## config.mk

```make
export PLATFORM = sky130hd
export DESIGN_NAME = lsu_amo_seq
export DESIGN_NICKNAME = d
export VERILOG_FILES = /design/src/rtl/lsu_amo_seq_pkg.sv /design/src/rtl/lsu_amo_seq.sv
export SDC_FILE = /design/constraint.sdc
export NUM_CORES = 1
export LEC_CHECK = 0
export CAP_MARGIN = 40
export CORE_AREA = 5 5 147 149
export DETAILED_ROUTE_END_ITERATION = 7
export DIE_AREA = 0 0 152 154
export PLACE_DENSITY = 0.73
export SKIP_CTS_REPAIR_TIMING = 1
export SLEW_MARGIN = 10
export SYNTH_ARGS = -nofsm -noshare
export SYNTH_HDL_FRONTEND = slang
export SYNTH_SLANG_ARGS = --single-unit
```

## constraint.sdc

```tcl
create_clock -name clk -period 2.73 [get_ports clk]
set_clock_uncertainty 0.15 [all_clocks]
set_input_delay 0.273 -clock clk [delete_from_list [all_inputs] [get_ports clk]]
set_output_delay 0.273 -clock clk [all_outputs]
set_load 0.02 [all_outputs]
```

## src/rtl/lsu_amo_seq_pkg.sv

```systemverilog
// Shared A-extension definitions: atomic op encoding, lsu<->amo handshake structs,
// and the LSU atomic sequencer state encoding.
package lsu_amo_seq_pkg;

  typedef enum logic [3:0] {
    AMO_OPS_LR   = 4'd0,
    AMO_OPS_SC   = 4'd1,
    AMO_OPS_SWAP = 4'd2,
    AMO_OPS_ADD  = 4'd3,
    AMO_OPS_AND  = 4'd4,
    AMO_OPS_OR   = 4'd5,
    AMO_OPS_XOR  = 4'd6,
    AMO_OPS_MIN  = 4'd7,
    AMO_OPS_MAX  = 4'd8,
    AMO_OPS_MINU = 4'd9,
    AMO_OPS_MAXU = 4'd10
  } type_amo_ops_e;

  typedef enum logic [2:0] {
    AMO_SEQ_IDLE = 3'd0,
    AMO_SEQ_RD   = 3'd1,
    AMO_SEQ_CALC = 3'd2,
    AMO_SEQ_WR   = 3'd3,
    AMO_SEQ_RESP = 3'd4
  } type_amo_seq_state_e;

  typedef struct packed {
    logic [31:0] r_data;
    logic [31:0] rs2_operand;
    logic [31:0] lsu_addr;
  } type_lsu2amo_data_s;

  typedef struct packed {
    logic          is_amo;
    type_amo_ops_e amo_ops;
    logic          ack;
  } type_lsu2amo_ctrl_s;

  typedef struct packed {
    logic [31:0] w_data;
    logic [31:0] rd_data;
  } type_amo2lsu_data_s;

  typedef struct packed {
    logic done;
    logic wr_req;
  } type_amo2lsu_ctrl_s;

  // Atomics always move a full aligned word.
  localparam logic [3:0] DBUS_SEL_WORD = 4'hF;

  function automatic logic is_word_aligned(input logic [1:0] addr_lsb);
    return addr_lsb == 2'b00;
  endfunction

endpackage

```

## src/rtl/lsu_amo_seq.sv

```systemverilog
// LSU-side sequencer for RISC-V atomics: read, hand to amo unit, write back, respond.
// Optional data-bus timeout is compiled in with `define AMO_SEQ_BUS_TIMEOUT_EN.
module lsu_amo_seq
  import lsu_amo_seq_pkg::*;
#(
  parameter int unsigned TIMEOUT_CYCLES = 255
) (
  input  logic               clk,
  input  logic               rst_n,
  input  logic               req_valid_i,
  output logic               req_ready_o,
  input  type_amo_ops_e      req_ops_i,
  input  logic [31:0]        req_addr_i,
  input  logic [31:0]        req_rs2_i,
  input  logic [4:0]         req_rd_i,
  output logic               dbus_req_o,
  output logic               dbus_we_o,
  output logic [31:0]        dbus_addr_o,
  output logic [31:0]        dbus_wdata_o,
  output logic [3:0]         dbus_sel_o,
  input  logic               dbus_ack_i,
  input  logic [31:0]        dbus_rdata_i,
  output type_lsu2amo_data_s lsu2amo_data_o,
  output type_lsu2amo_ctrl_s lsu2amo_ctrl_o,
  input  type_amo2lsu_data_s amo2lsu_data_i,
  input  type_amo2lsu_ctrl_s amo2lsu_ctrl_i,
  output logic               wb_valid_o,
  output logic [4:0]         wb_rd_o,
  output logic [31:0]        wb_data_o,
  output logic               excp_misaligned_o,
  output logic               bus_err_o
);

  type_amo_seq_state_e state_reg, state_next;
  type_amo_ops_e       ops_reg;
  logic [31:0]         addr_reg;
  logic [31:0]         rs2_reg;
  logic [31:0]         r_data_reg;
  logic [31:0]         w_data_reg;
  logic [31:0]         rd_data_reg;
  logic [4:0]          rd_reg;
  logic                ack_reg;
  logic                excp_reg;
  logic                bus_err_reg;

  logic accept;
  logic misaligned;
  logic bus_active;
  logic bus_timeout;
  logic calc_done;

  assign accept     = (state_reg == AMO_SEQ_IDLE) && req_valid_i;
  assign misaligned = !is_word_aligned(req_addr_i[1:0]);
  assign bus_active = (state_reg == AMO_SEQ_RD) || (state_reg == AMO_SEQ_WR);
  assign calc_done  = (state_reg == AMO_SEQ_CALC) && amo2lsu_ctrl_i.done;

`ifdef AMO_SEQ_BUS_TIMEOUT_EN
  logic [7:0] tmo_cnt_reg;
  logic       bus_entry;

  // Counter restarts whenever the FSM moves into a bus phase.
  assign bus_entry   = (state_next != state_reg) &&
                       ((state_next == AMO_SEQ_RD) || (state_next == AMO_SEQ_WR));
  assign bus_timeout = bus_active && !dbus_ack_i &&
                       ((tmo_cnt_reg + 8'd1) == 8'(TIMEOUT_CYCLES));

  always_ff @(posedge clk) begin
    if (!rst_n) begin
      tmo_cnt_reg <= 8'd0;
    end else if (bus_entry) begin
      tmo_cnt_reg <= 8'd0;
    end else if (bus_active && !dbus_ack_i) begin
      tmo_cnt_reg <= tmo_cnt_reg + 8'd1;
    end
  end

  assign bus_err_o = bus_err_reg;
`else
  logic unused_timeout_cfg;

  assign bus_timeout        = 1'b0;
  assign unused_timeout_cfg = ^8'(TIMEOUT_CYCLES);
  assign bus_err_o          = 1'b0;
`endif

  always_ff @(posedge clk) begin
    if (!rst_n) begin
      state_reg   <= AMO_SEQ_IDLE;
      ops_reg     <= AMO_OPS_LR;
      addr_reg    <= 32'd0;
      rs2_reg     <= 32'd0;
      r_data_reg  <= 32'd0;
      w_data_reg  <= 32'd0;
      rd_data_reg <= 32'd0;
      rd_reg      <= 5'd0;
      ack_reg     <= 1'b0;
      excp_reg    <= 1'b0;
      bus_err_reg <= 1'b0;
    end else begin
      state_reg   <= state_next;
      excp_reg    <= accept && misaligned;
      bus_err_reg <= bus_timeout;
      // ack marks only the first CALC cycle.
      ack_reg     <= (state_next == AMO_SEQ_CALC) && (state_reg != AMO_SEQ_CALC);
      if (accept) begin
        ops_reg    <= req_ops_i;
        addr_reg   <= req_addr_i;
        rs2_reg    <= req_rs2_i;
        rd_reg     <= req_rd_i;
        r_data_reg <= 32'd0;
      end
      if ((state_reg == AMO_SEQ_RD) && dbus_ack_i) begin
        r_data_reg <= dbus_rdata_i;
      end
      if (calc_done) begin
        w_data_reg  <= amo2lsu_data_i.w_data;
        rd_data_reg <= amo2lsu_data_i.rd_data;
      end
    end
  end

  always_comb begin
    state_next             = state_reg;
    req_ready_o            = 1'b0;
    dbus_req_o             = 1'b0;
    dbus_we_o              = 1'b0;
    wb_valid_o             = 1'b0;
    lsu2amo_ctrl_o.is_amo  = 1'b0;
    lsu2amo_ctrl_o.amo_ops = ops_reg;
    lsu2amo_ctrl_o.ack     = 1'b0;

    case (state_reg)
      AMO_SEQ_IDLE: begin
        req_ready_o = 1'b1;
        if (req_valid_i && !misaligned) begin
          // SC needs no read; reservation check is the amo unit's job.
          state_next = (req_ops_i == AMO_OPS_SC) ? AMO_SEQ_CALC : AMO_SEQ_RD;
        end
      end
      AMO_SEQ_RD: begin
        dbus_req_o = 1'b1;
        if (dbus_ack_i) begin
          state_next = AMO_SEQ_CALC;
        end else if (bus_timeout) begin
          state_next = AMO_SEQ_IDLE;
        end
      end
      AMO_SEQ_CALC: begin
        lsu2amo_ctrl_o.is_amo = 1'b1;
        lsu2amo_ctrl_o.ack    = ack_reg;
        if (amo2lsu_ctrl_i.done) begin
          state_next = amo2lsu_ctrl_i.wr_req ? AMO_SEQ_WR : AMO_SEQ_RESP;
        end
      end
      AMO_SEQ_WR: begin
        dbus_req_o = 1'b1;
        dbus_we_o  = 1'b1;
        if (dbus_ack_i) begin
          state_next = AMO_SEQ_RESP;
        end else if (bus_timeout) begin
          state_next = AMO_SEQ_IDLE;
        end
      end
      AMO_SEQ_RESP: begin
        wb_valid_o = 1'b1;
        state_next = AMO_SEQ_IDLE;
      end
      default: begin
        state_next = AMO_SEQ_IDLE;
      end
    endcase
  end

  for (genvar gi = 0; gi < 4; gi++) begin : g_sel
    assign dbus_sel_o[gi] = bus_active & DBUS_SEL_WORD[gi];
  end

  assign dbus_addr_o                = addr_reg;
  assign dbus_wdata_o               = w_data_reg;
  assign lsu2amo_data_o.r_data      = r_data_reg;
  assign lsu2amo_data_o.rs2_operand = rs2_reg;
  assign lsu2amo_data_o.lsu_addr    = addr_reg;
  assign wb_rd_o                    = rd_reg;
  assign wb_data_o                  = rd_data_reg;
  assign excp_misaligned_o          = excp_reg;

endmodule

```

==> metrics, run 1 <==
slew margin rel.=58.0%; fin. max-slew vios=0; Comb pwr share=16.0%; asr flop ratio synth=0%; CTS clk-pin slew, worst paths=70 ps; CTS tree=yes; Post-DP HPWL=16.9 mm; die width=152 µm; Buf/Inv on CP=1; Leak=3.96 nW; Critical Path Sink Type=output port; Critical Path Start=state_reg[1]$_SDFF_PN0_; Reg power frac=44.6%; Slew @ Worst Pin=631 ps; largest cells by area after synthesis=dfxtp_1, nand2_1, a21boi_1; wire length per cell=16.3 µm; Required @ worst endpoint=2310 ps; endpoints failing hold=0; clock share of power=39.5%; RSZ-0062 raised after global routing=no; antenna violations before repair=1; most frequent cell after synthesis=nand2_1; mapped cell area=0.00682 mm²; part of the cycle the worst path needs=89.4%; Seq cells post-synth=174; critical path data arrival time=2020 ps; Setup TNS Final=0 ps; nets=1286; DR vias=6424; Switch Pwr=1.51 mW; CTS H-tree depth=4; proportion of layout cells with a drive suffix above 1=5.00%; total grt overflow=0; reg-to-reg critical path endpoint=wb_data_o[19]$_SDFFE_PN0P_; vias in the first global route=6387; Max stage delay on crit path=690 ps; Synth Net Count=957; CTS Sinks=174; Ys Warns=0; dpl cells=1362; critical setup path kind=flip-flop to output port; Post-Syn Instances=782; PwrDens=537 mW/mm²; cts bufs inserted=17; Slowest cell on crit path=dfxtp_1; routed vias/inst=4.61; Top Ports=388; reg-to-reg slack, setup=630 ps; CP cell instances=and3_1 -> clkdlybuf4s50_1; run status=finished clean; Synth top area share=51.1%; Yosys top cell by area=dfxtp_1; Starting Density=34.0%; GRT Total Usage=18.5%; global-route wire length before repair=35.4 mm; Total Wirelength=22.7 mm; floorplan core area=0.0200 mm²; crit path time final=2440 ps; Worst Setup EP=lsu2amo_ctrl_o[0]; worst reg2reg startpoint=state_reg[1]$_SDFF_PN0_; DIE HEIGHT=154 µm; EDFF count, synth=0; die area=0.0234 mm²; TritonRoute pass-1 iters=4; FMAX=410 MHz; number of cells on the critical path=2; final setup fails=0; Rows=52; Synth Flop Type=dfxtp_1; detailed-route DRC error count=0; Synth cell types=30; most frequent cells after synthesis=nand2_1, dfxtp_1, a21boi_1; switching share of power=25.2%; clock root cell=clkbuf_16; CP max FO=14; routability cong.=0.806; crit-path leading delay family=flip-flops; Routed Antenna Nets=0; CP Launch Type=flip-flop; reg2reg path depth=4; Synth Area per Inst=8.72 µm²; DRT iter0 DRCs=336; CTS Buffer Depth=2; later-pin clock latency in the skew report=410 ps; register area share after synthesis=51.1%; Final Instance Count excl. Fillers=1392; max_cap viols=0; port bufs=386; Max VDD drop=0.407 mV; Syn-to-layout area delta=64.4%; hold crit path type=input pin to flip-flop; pin count of the biggest net entering global routing=69; Int Pwr=4.50 mW
## cells in the final DEF, fill, tap and decap left out, types with 2 or more instances in the layout
| master | Yosys | final |
|---|---|---|
| nor3b_1 | 2 | 2 |
| dfxtp_1 | 174 | 174 |
| and3_1 | 3 | 2 |
| and2_1 | 3 | 3 |
| a21oi_1 | 3 | 3 |
| clkbuf_16 | 0 | 17 |
| buf_12 | 0 | 4 |
| nor2b_1 | 33 | 33 |
| a21boi_1 | 73 | 73 |
| buf_4 | 45 | 16 |
| a22oi_1 | 32 | 32 |
| nand2_1 | 277 | 276 |
| inv_6 | 0 | 3 |
| clkinvlp_4 | 0 | 5 |
| bufinv_16 | 0 | 2 |
| nand2b_1 | 3 | 3 |
| nor2_1 | 6 | 5 |
| clkdlybuf4s50_1 | 0 | 385 |
| a21boi_0 | 64 | 64 |
## power groups by stage
stage / Combinational, mW / Clock, mW / Sequential [mW]
after global routing: 1.02 / 2.56 / 2.69
after global placement: 0.962 / 0 / 2.73
final: 0.959 / 2.37 / 2.68
after CTS: 0.974 / 2.45 / 2.68
after floorplan: 0.342 / 0 / 2.84
after detailed placement: 0.971 / 0 / 2.74
## worst min-delay path, stage by stage
cell             delay [ps]
clkdlybuf4s50_1         390
nand2_1                  50
a21boi_1                 50
## cells by family (layout without fill, tap and decap cells)
group | count (synthesis) | count (layout) | synth area share (%)
AND/OR/NAND/NOR | 336 | 336 | 21.0
buffers and inverters | 96 | 435 | 8.74
other | 1 | 2 | 0.0550
XOR/XNOR | 1 | 1 | 0.129
AO/OA/AOI/OAI | 174 | 174 | 19.0
flip-flops | 174 | 174 | 51.1
## metal layers
metal | GRT usage (%) | routed length (µm) | vias to the layer above
met4 | 6.21 | 519 | 0
li1 | - | - | 3155
met2 | 32.8 | 11400 | 257
met3 | 6.75 | 1950 | 32
met1 | 20.7 | 8880 | 2980
met5 | 0 | 0 | -
## layout make-up
class | count | area (µm²)
Timing Repair Buffer | 405 | 4050
Antenna cell | 1 | 2.50
Fill cell | 1859 | 8830
Sequential cell | 174 | 3480
Clock buffer | 17 | 425
Clock inverter | 12 | 140
Tap cell | 270 | 338
Inverter | 1 | 3.75
Multi-Input combinational cell | 512 | 2760
## through the flow
step	hold slack (ps)	instance area, µm²	utilization (%)	power (mW)	setup slack (ps)
after CTS	225	11200	55.9	6.10	253
final	252	11200	55.9	6.01	288
after global placement	290	10600	53.1	3.70	396
after global routing	231	11200	55.9	6.27	129
after detailed placement	294	10600	53.1	3.71	428
after floorplan	258	6820	-	3.18	910
## how the worst min path moves through the flow
stage,start,end,slack [ps],cells after the start
floorplan,req_addr_i[12],dbus_addr_o[12]$_SDFFE_PN0P_,260,2
global route,req_rs2_i[15],rs2_reg[15]$_SDFFE_PN0P_,230,3
finish,req_rs2_i[9],rs2_reg[9]$_SDFFE_PN0P_,250,3
global placement,rs2_reg[27]$_SDFFE_PN0P_,rs2_reg[27]$_SDFFE_PN0P_,290,2
CTS,req_rs2_i[9],rs2_reg[9]$_SDFFE_PN0P_,230,3
detailed placement,rs2_reg[21]$_SDFFE_PN0P_,rs2_reg[21]$_SDFFE_PN0P_,290,2
No activity file was read; power rests on OpenSTA's default activity.
==> inputs of run 2 (changes only) <==
==> constraint.sdc (replaced) <==
create_clock -name clk -period 3.03 [get_ports clk]
set_clock_uncertainty 0.15 [all_clocks]
set_input_delay 0.303 -clock clk [delete_from_list [all_inputs] [get_ports clk]]
set_output_delay 0.303 -clock clk [all_outputs]
set_load 0.02 [all_outputs]
==> run 2 against run 1 <==
  * Wire length is 0.69% lower
  * Sequential cell count stayed put
  * Setup slack better by 250 ps
  * Combinational power is 9.8% lower
  * Largest power group unchanged
==> metrics, run 2 (synthesized netlist as in run 1, its figures left out) <==
pre-CTS setup slack=763 ps (was 428 ps); Leak=3.96 nW (about the same); DRT iter0 DRCs=348 (was 336); Max stage delay on crit path=700 ps (was 690 ps); Post-DP HPWL=16.6 mm (was 16.9 mm); crit path time final=2490 ps; commonest non-fill, non-tap cell in the layout=clkdlybuf4s50_1 (unchanged); Hold Startpoint=req_rs2_i[9] (unchanged); total grt overflow=0 (unchanged); CP Launch Type=flip-flop (unchanged); fin. max-slew vios=0 (unchanged); Required @ worst endpoint=2580 ps (was 2310 ps); proportion of layout cells with a drive suffix above 1=4.99% (was 5.00%); Top Ports=388 (unchanged); die width=152 µm (unchanged); hold crit path type=input pin to flip-flop (unchanged); port bufs=386 (unchanged); CP max FO=14 (unchanged); worst setup margin=541 ps (was 288 ps); CTS Buffer Depth=2 (unchanged); Slew @ Worst Pin=703 ps (was 631 ps); FMAX=402 MHz; CTS clk-pin slew, worst paths=70 ps (about the same); Syn-to-layout area delta=64.0% (was 64.4%); detailed-route DRC error count=0 (unchanged); slew margin rel.=53.1% (was 58.0%); DIE HEIGHT=154 µm (unchanged); antenna violations before repair=0 (was 1); RSZ-0062 raised after global routing=no (unchanged); Critical Path Start=state_reg[1]$_SDFF_PN0_ (unchanged); PwrDens=483 mW/mm² (was 537 mW/mm²); Max VDD drop=0.351 mV (was 0.407 mV); floorplan core area=0.0200 mm² (unchanged); wire length per cell=16.2 µm (was 16.3 µm); Routed Antenna Nets=0 (unchanged); CTS Sinks=174 (unchanged); met2 wire length=11.2 mm (was 11.4 mm); Max Used Layer=met4 (unchanged); Ant. Diodes=0 (was 1); clock root cell=clkbuf_16 (unchanged); Critical Path Sink Type=output port (unchanged); wire length on met3=1.83 mm (was 1.95 mm); Core Util, Final=55.8% (was 55.9%); GRT Total Usage=18.4% (was 18.5%); final setup fails=0 (unchanged); part of the cycle the worst path needs=82.1%; worst reg2reg startpoint=state_reg[1]$_SDFF_PN0_ (unchanged); later-pin clock latency in the skew report=410 ps (about the same); vias in the first global route=6269 (was 6387); endpoints failing hold=0 (unchanged); critical path data arrival time=2040 ps (was 2020 ps); critical setup path kind=flip-flop to output port (unchanged); routed vias/inst=4.54 (was 4.61); TritonRoute pass-1 iters=5 (was 4); Slowest cell on crit path=dfxtp_1 (unchanged); Total Wirelength=22.6 mm (was 22.7 mm); nets=1285 (was 1286); cts bufs inserted=17 (unchanged); Pwr Total=5.41 mW (was 6.01 mW); routability cong.=0.824 (was 0.806); run status=finished clean (unchanged); Setup TNS Final=0 ps (unchanged); Post-Route M1 WL=9.07 mm (was 8.88 mm); global-route wire length before repair=35.0 mm (was 35.4 mm); DR vias=6330 (was 6424); CTS tree=yes (unchanged); die area=0.0234 mm² (unchanged); CTS H-tree depth=4 (unchanged); most frequent cells in the layout=clkdlybuf4s50_1, nand2_1, dfxtp_1 (unchanged); Starting Density=34.0% (unchanged); pin count of the biggest net entering global routing=78 (was 69); CP cell instances=nor2_1 -> and2_1 -> clkdlybuf4s50_1 (was and3_1 -> clkdlybuf4s50_1); max_cap viols=0 (unchanged); Rows=52 (unchanged)
[run 2: routing by layer]
layer	global-route usage [%]	up-vias
met3	7.20	26
met1	20.7	2886
met5	0	-
met2	32.3	261
met4	5.48	0
li1	-	3157
[run 2: report_power, final]
part | total, mW | internal (mW) | leakage (nW) | switching, mW
combinational | 0.865 | 0.475 | 2.28 | 0.390
sequential | 2.41 | 2.37 | 1.42 | 0.0475
clock | 2.13 | 1.15 | 0.271 | 0.974
total | 5.41 | 3.99 | 3.96 | 1.41
[run 2: layout make-up]
type	instances	area, µm²
multi-input cells	512	2760
clock inverters	13	131
well taps	270	338
flip-flops and latches	174	3480
repair buffers	404	4030
clock buffers	19	433
inverters	1	3.75
fillers	1868	8860
[run 2: worst max-delay path: cells and delay by family, from the launching register on]
kind	cells	cell delay (ps)
simple gates	2	340
buf+inv	1	580
flops	1	700
[run 2: per-stage QoR]
stage | std cells | area [µm²] | hold WS (ps)
2_1_floorplan | 782 | 6820 | 288
4_1_cts | 1393 | 11200 | 255
3_5_place_dp | 1361 | 10600 | 294
5_1_grt | 1393 | 11200 | 263
6_report | 1393 | 11200 | 282
3_3_place_gp | 1361 | 10600 | 290
[run 2: final timing paths]
check	end	slack, ps	cells past startpoint
worst max register to register	wb_data_o[7]$_SDFFE_PN0P_	870	4
worst min register to register	rs2_reg[11]$_SDFFE_PN0P_	300	2
worst min-delay path	rs2_reg[9]$_SDFFE_PN0P_	280	3
worst max-delay path	wb_valid_o	540	3
==> inputs of run 3 (changes only) <==
--- a/config.mk
+++ b/config.mk
@@ -6,10 +6,10 @@
 export NUM_CORES = 1
 export LEC_CHECK = 0
 export CAP_MARGIN = 40
-export CORE_AREA = 5 5 147 149
+export CORE_AREA = 5 5 149 151
 export DETAILED_ROUTE_END_ITERATION = 7
-export DIE_AREA = 0 0 152 154
-export PLACE_DENSITY = 0.73
+export DIE_AREA = 0 0 154 156
+export PLACE_DENSITY = 0.71
 export SKIP_CTS_REPAIR_TIMING = 1
 export SLEW_MARGIN = 10
 export SYNTH_ARGS = -nofsm -noshare
==> constraint.sdc (replaced) <==
create_clock -name clk -period 2.4 [get_ports clk]
set_clock_uncertainty 0.15 [all_clocks]
set_input_delay 0.24 -clock clk [delete_from_list [all_inputs] [get_ports clk]]
set_output_delay 0.24 -clock clk [all_outputs]
set_load 0.02 [all_outputs]
==> run 3 against run 2 <==
  * First-iteration DRC count down 15%
  * Register-to-register slack got worse by 270 ps
  * Non-clock buffer count fell by 1
  * Power increased by 29%
  * Wire length increased by 0.49%
  * Count of clock-buffer cells in the layout up 1
  * Via count fell by 0.41%
  * Worst hold slack lost 130 ps
  * Die area is 2.6% higher
  * Sequential share of layout area shrank 0.24 points
  * Core utilization down 1.3 points
  * Largest power group unchanged
==> metrics, run 3 (synthesized netlist as in run 1, its figures left out) <==
wire length per cell=16.2 µm (about the same); floorplan core area=0.0207 mm² (was 0.0200 mm²); Int Pwr=5.22 mW (was 3.99 mW); GRT Total Usage=17.9% (was 18.4%); Total Wirelength=22.7 mm (was 22.6 mm); CTS H-tree depth=4 (unchanged); Critical Path Sink Type=output port (unchanged); endpoints failing hold=0 (unchanged); die area=0.0240 mm² (was 0.0234 mm²); CTS Buffer Depth=2 (unchanged); Reg power frac=43.7% (was 44.6%); critical setup path kind=flip-flop to output port (unchanged); die width=154 µm (was 152 µm); total grt overflow=0 (unchanged); port bufs=386 (unchanged); reg2reg path depth=5 (was 4); crit path time final=2290 ps; worst reg2reg startpoint=state_reg[0]$_SDFF_PN0_ (was state_reg[1]$_SDFF_PN0_); Setup TNS Final=0 ps (unchanged); Hold Crit Depth=2 (was 3); clock root cell=clkbuf_16 (unchanged); fin. max-slew vios=0 (unchanged); CP Launch Type=flip-flop (unchanged); Max VDD drop=0.482 mV (was 0.351 mV); most frequent cells in the layout=clkdlybuf4s50_1, nand2_1, dfxtp_1 (unchanged); Leak=3.99 nW (was 3.96 nW); hold crit path type=input pin to flip-flop (unchanged); Top Ports=388 (unchanged); Syn-to-layout area delta=65.4% (was 64.0%); later-pin clock latency in the skew report=410 ps (about the same); critical path data arrival time=1900 ps (was 2040 ps); nets=1284 (was 1285); switching share of power=25.3% (was 26.1%); clock share of power=40.5% (was 39.4%); global-route wire length before repair=34.1 mm (was 35.0 mm); cts bufs inserted=17 (unchanged); proportion of layout cells with a drive suffix above 1=5.17% (was 4.99%); Required @ worst endpoint=2010 ps (was 2580 ps); dpl cells=1365 (was 1361); TritonRoute pass-1 iters=4 (was 5); Switch Pwr=1.76 mW (was 1.41 mW); antenna violations before repair=1 (was 0); Routed Antenna Nets=0 (unchanged); Comb pwr share=15.8% (was 16.0%); Ant. Diodes=0 (unchanged); Worst Setup EP=lsu2amo_ctrl_o[0] (was wb_valid_o); PwrDens=619 mW/mm² (was 483 mW/mm²); Post-DP HPWL=17.0 mm (was 16.6 mm); DR vias=6304 (was 6330); vias in the first global route=6192 (was 6269); part of the cycle the worst path needs=95.4%; Critical Path Start=state_reg[0]$_SDFF_PN0_ (was state_reg[1]$_SDFF_PN0_); Rows=53 (was 52); detailed-route DRC error count=0 (unchanged); routability cong.=0.774 (was 0.824); reg-to-reg slack, setup=600 ps (was 870 ps); final setup fails=0 (unchanged); run status=finished clean (unchanged); DRT iter0 DRCs=297 (was 348); commonest non-fill, non-tap cell in the layout=clkdlybuf4s50_1 (unchanged); reg-to-reg critical path endpoint=ack_reg$_SDFF_PN0_ (was wb_data_o[7]$_SDFFE_PN0P_); Final Instance Count excl. Fillers=1397 (was 1393); DIE HEIGHT=156 µm (was 154 µm); RSZ-0062 raised after global routing=no (unchanged); max_cap viols=0 (unchanged); CTS clk-pin slew, worst paths=60 ps (was 70 ps); CTS Sinks=174 (unchanged); CP max FO=11 (was 14); pin count of the biggest net entering global routing=72 (was 78); FMAX=437 MHz; routed vias/inst=4.51 (was 4.54); Starting Density=32.9% (was 34.0%); CTS tree=yes (unchanged)
==> run 3: how the worst min path moves through the flow <==
stage,start,to,slack (ps)
5_1_grt,rst_n,wb_data_o[25]$_SDFFE_PN0P_,170
3_3_place_gp,rs2_reg[24]$_SDFFE_PN0P_,rs2_reg[24]$_SDFFE_PN0P_,290
6_report,rst_n,wb_data_o[25]$_SDFFE_PN0P_,150
3_5_place_dp,rs2_reg[24]$_SDFFE_PN0P_,rs2_reg[24]$_SDFFE_PN0P_,290
2_1_floorplan,req_addr_i[12],dbus_addr_o[12]$_SDFFE_PN0P_,220
4_1_cts,rst_n,wb_data_o[25]$_SDFFE_PN0P_,150
==> run 3: final cells by class <==
type                       count  area (µm²)
timing repair buffer         403        4080
fill                        1924        9410
clock inverter                12         151
clock buffer                  20         457
sequential                   174        3490
inverter                       1        3.75
multi-input combinational    512        2760
tap                          275         344
==> run 3: power by group through the flow <==
stage	clock network (mW)	registers (mW)	logic (mW)
floorplan	0	3.23	0.389
global placement	0	3.11	1.11
detailed placement	0	3.12	1.12
CTS	2.92	3.05	1.12
global route	3.05	3.06	1.17
finish	2.83	3.05	1.10
==> run 3: metal layers <==
metal	GRT usage [%]	part of all wire [%]	vias up	wire length [µm]
li1	-	-	3159	-
met1	19.9	39	2889	8820
met2	31.7	51	224	11500
met3	6.52	7.9	30	1790
met4	6.14	2.3	2	521
met5	0	0.088	-	20
==> run 3: through the flow <==
| step | power (mW) | instance area, µm² | hold WS (ps) | util (%) | setup WS [ps] |
|---|---|---|---|---|---|
| CTS | 7.09 | 11300 | 153 | 54.5 | -58.4 |
| floorplan | 3.62 | 6820 | 225 | - | 613 |
| global route | 7.28 | 11300 | 172 | 54.5 | 3.64 |
| detailed placement | 4.23 | 10700 | 295 | 51.6 | 356 |
| global placement | 4.22 | 10700 | 289 | 51.6 | 401 |
| finish | 6.98 | 11300 | 154 | 54.5 | 109 |
==> run 3: worst max-delay path, stage by stage (launching register included) <==
cell and delay [ps]:
dfxtp_2 370, nor2_1 230, and3_1 190, clkdlybuf4s50_1 700
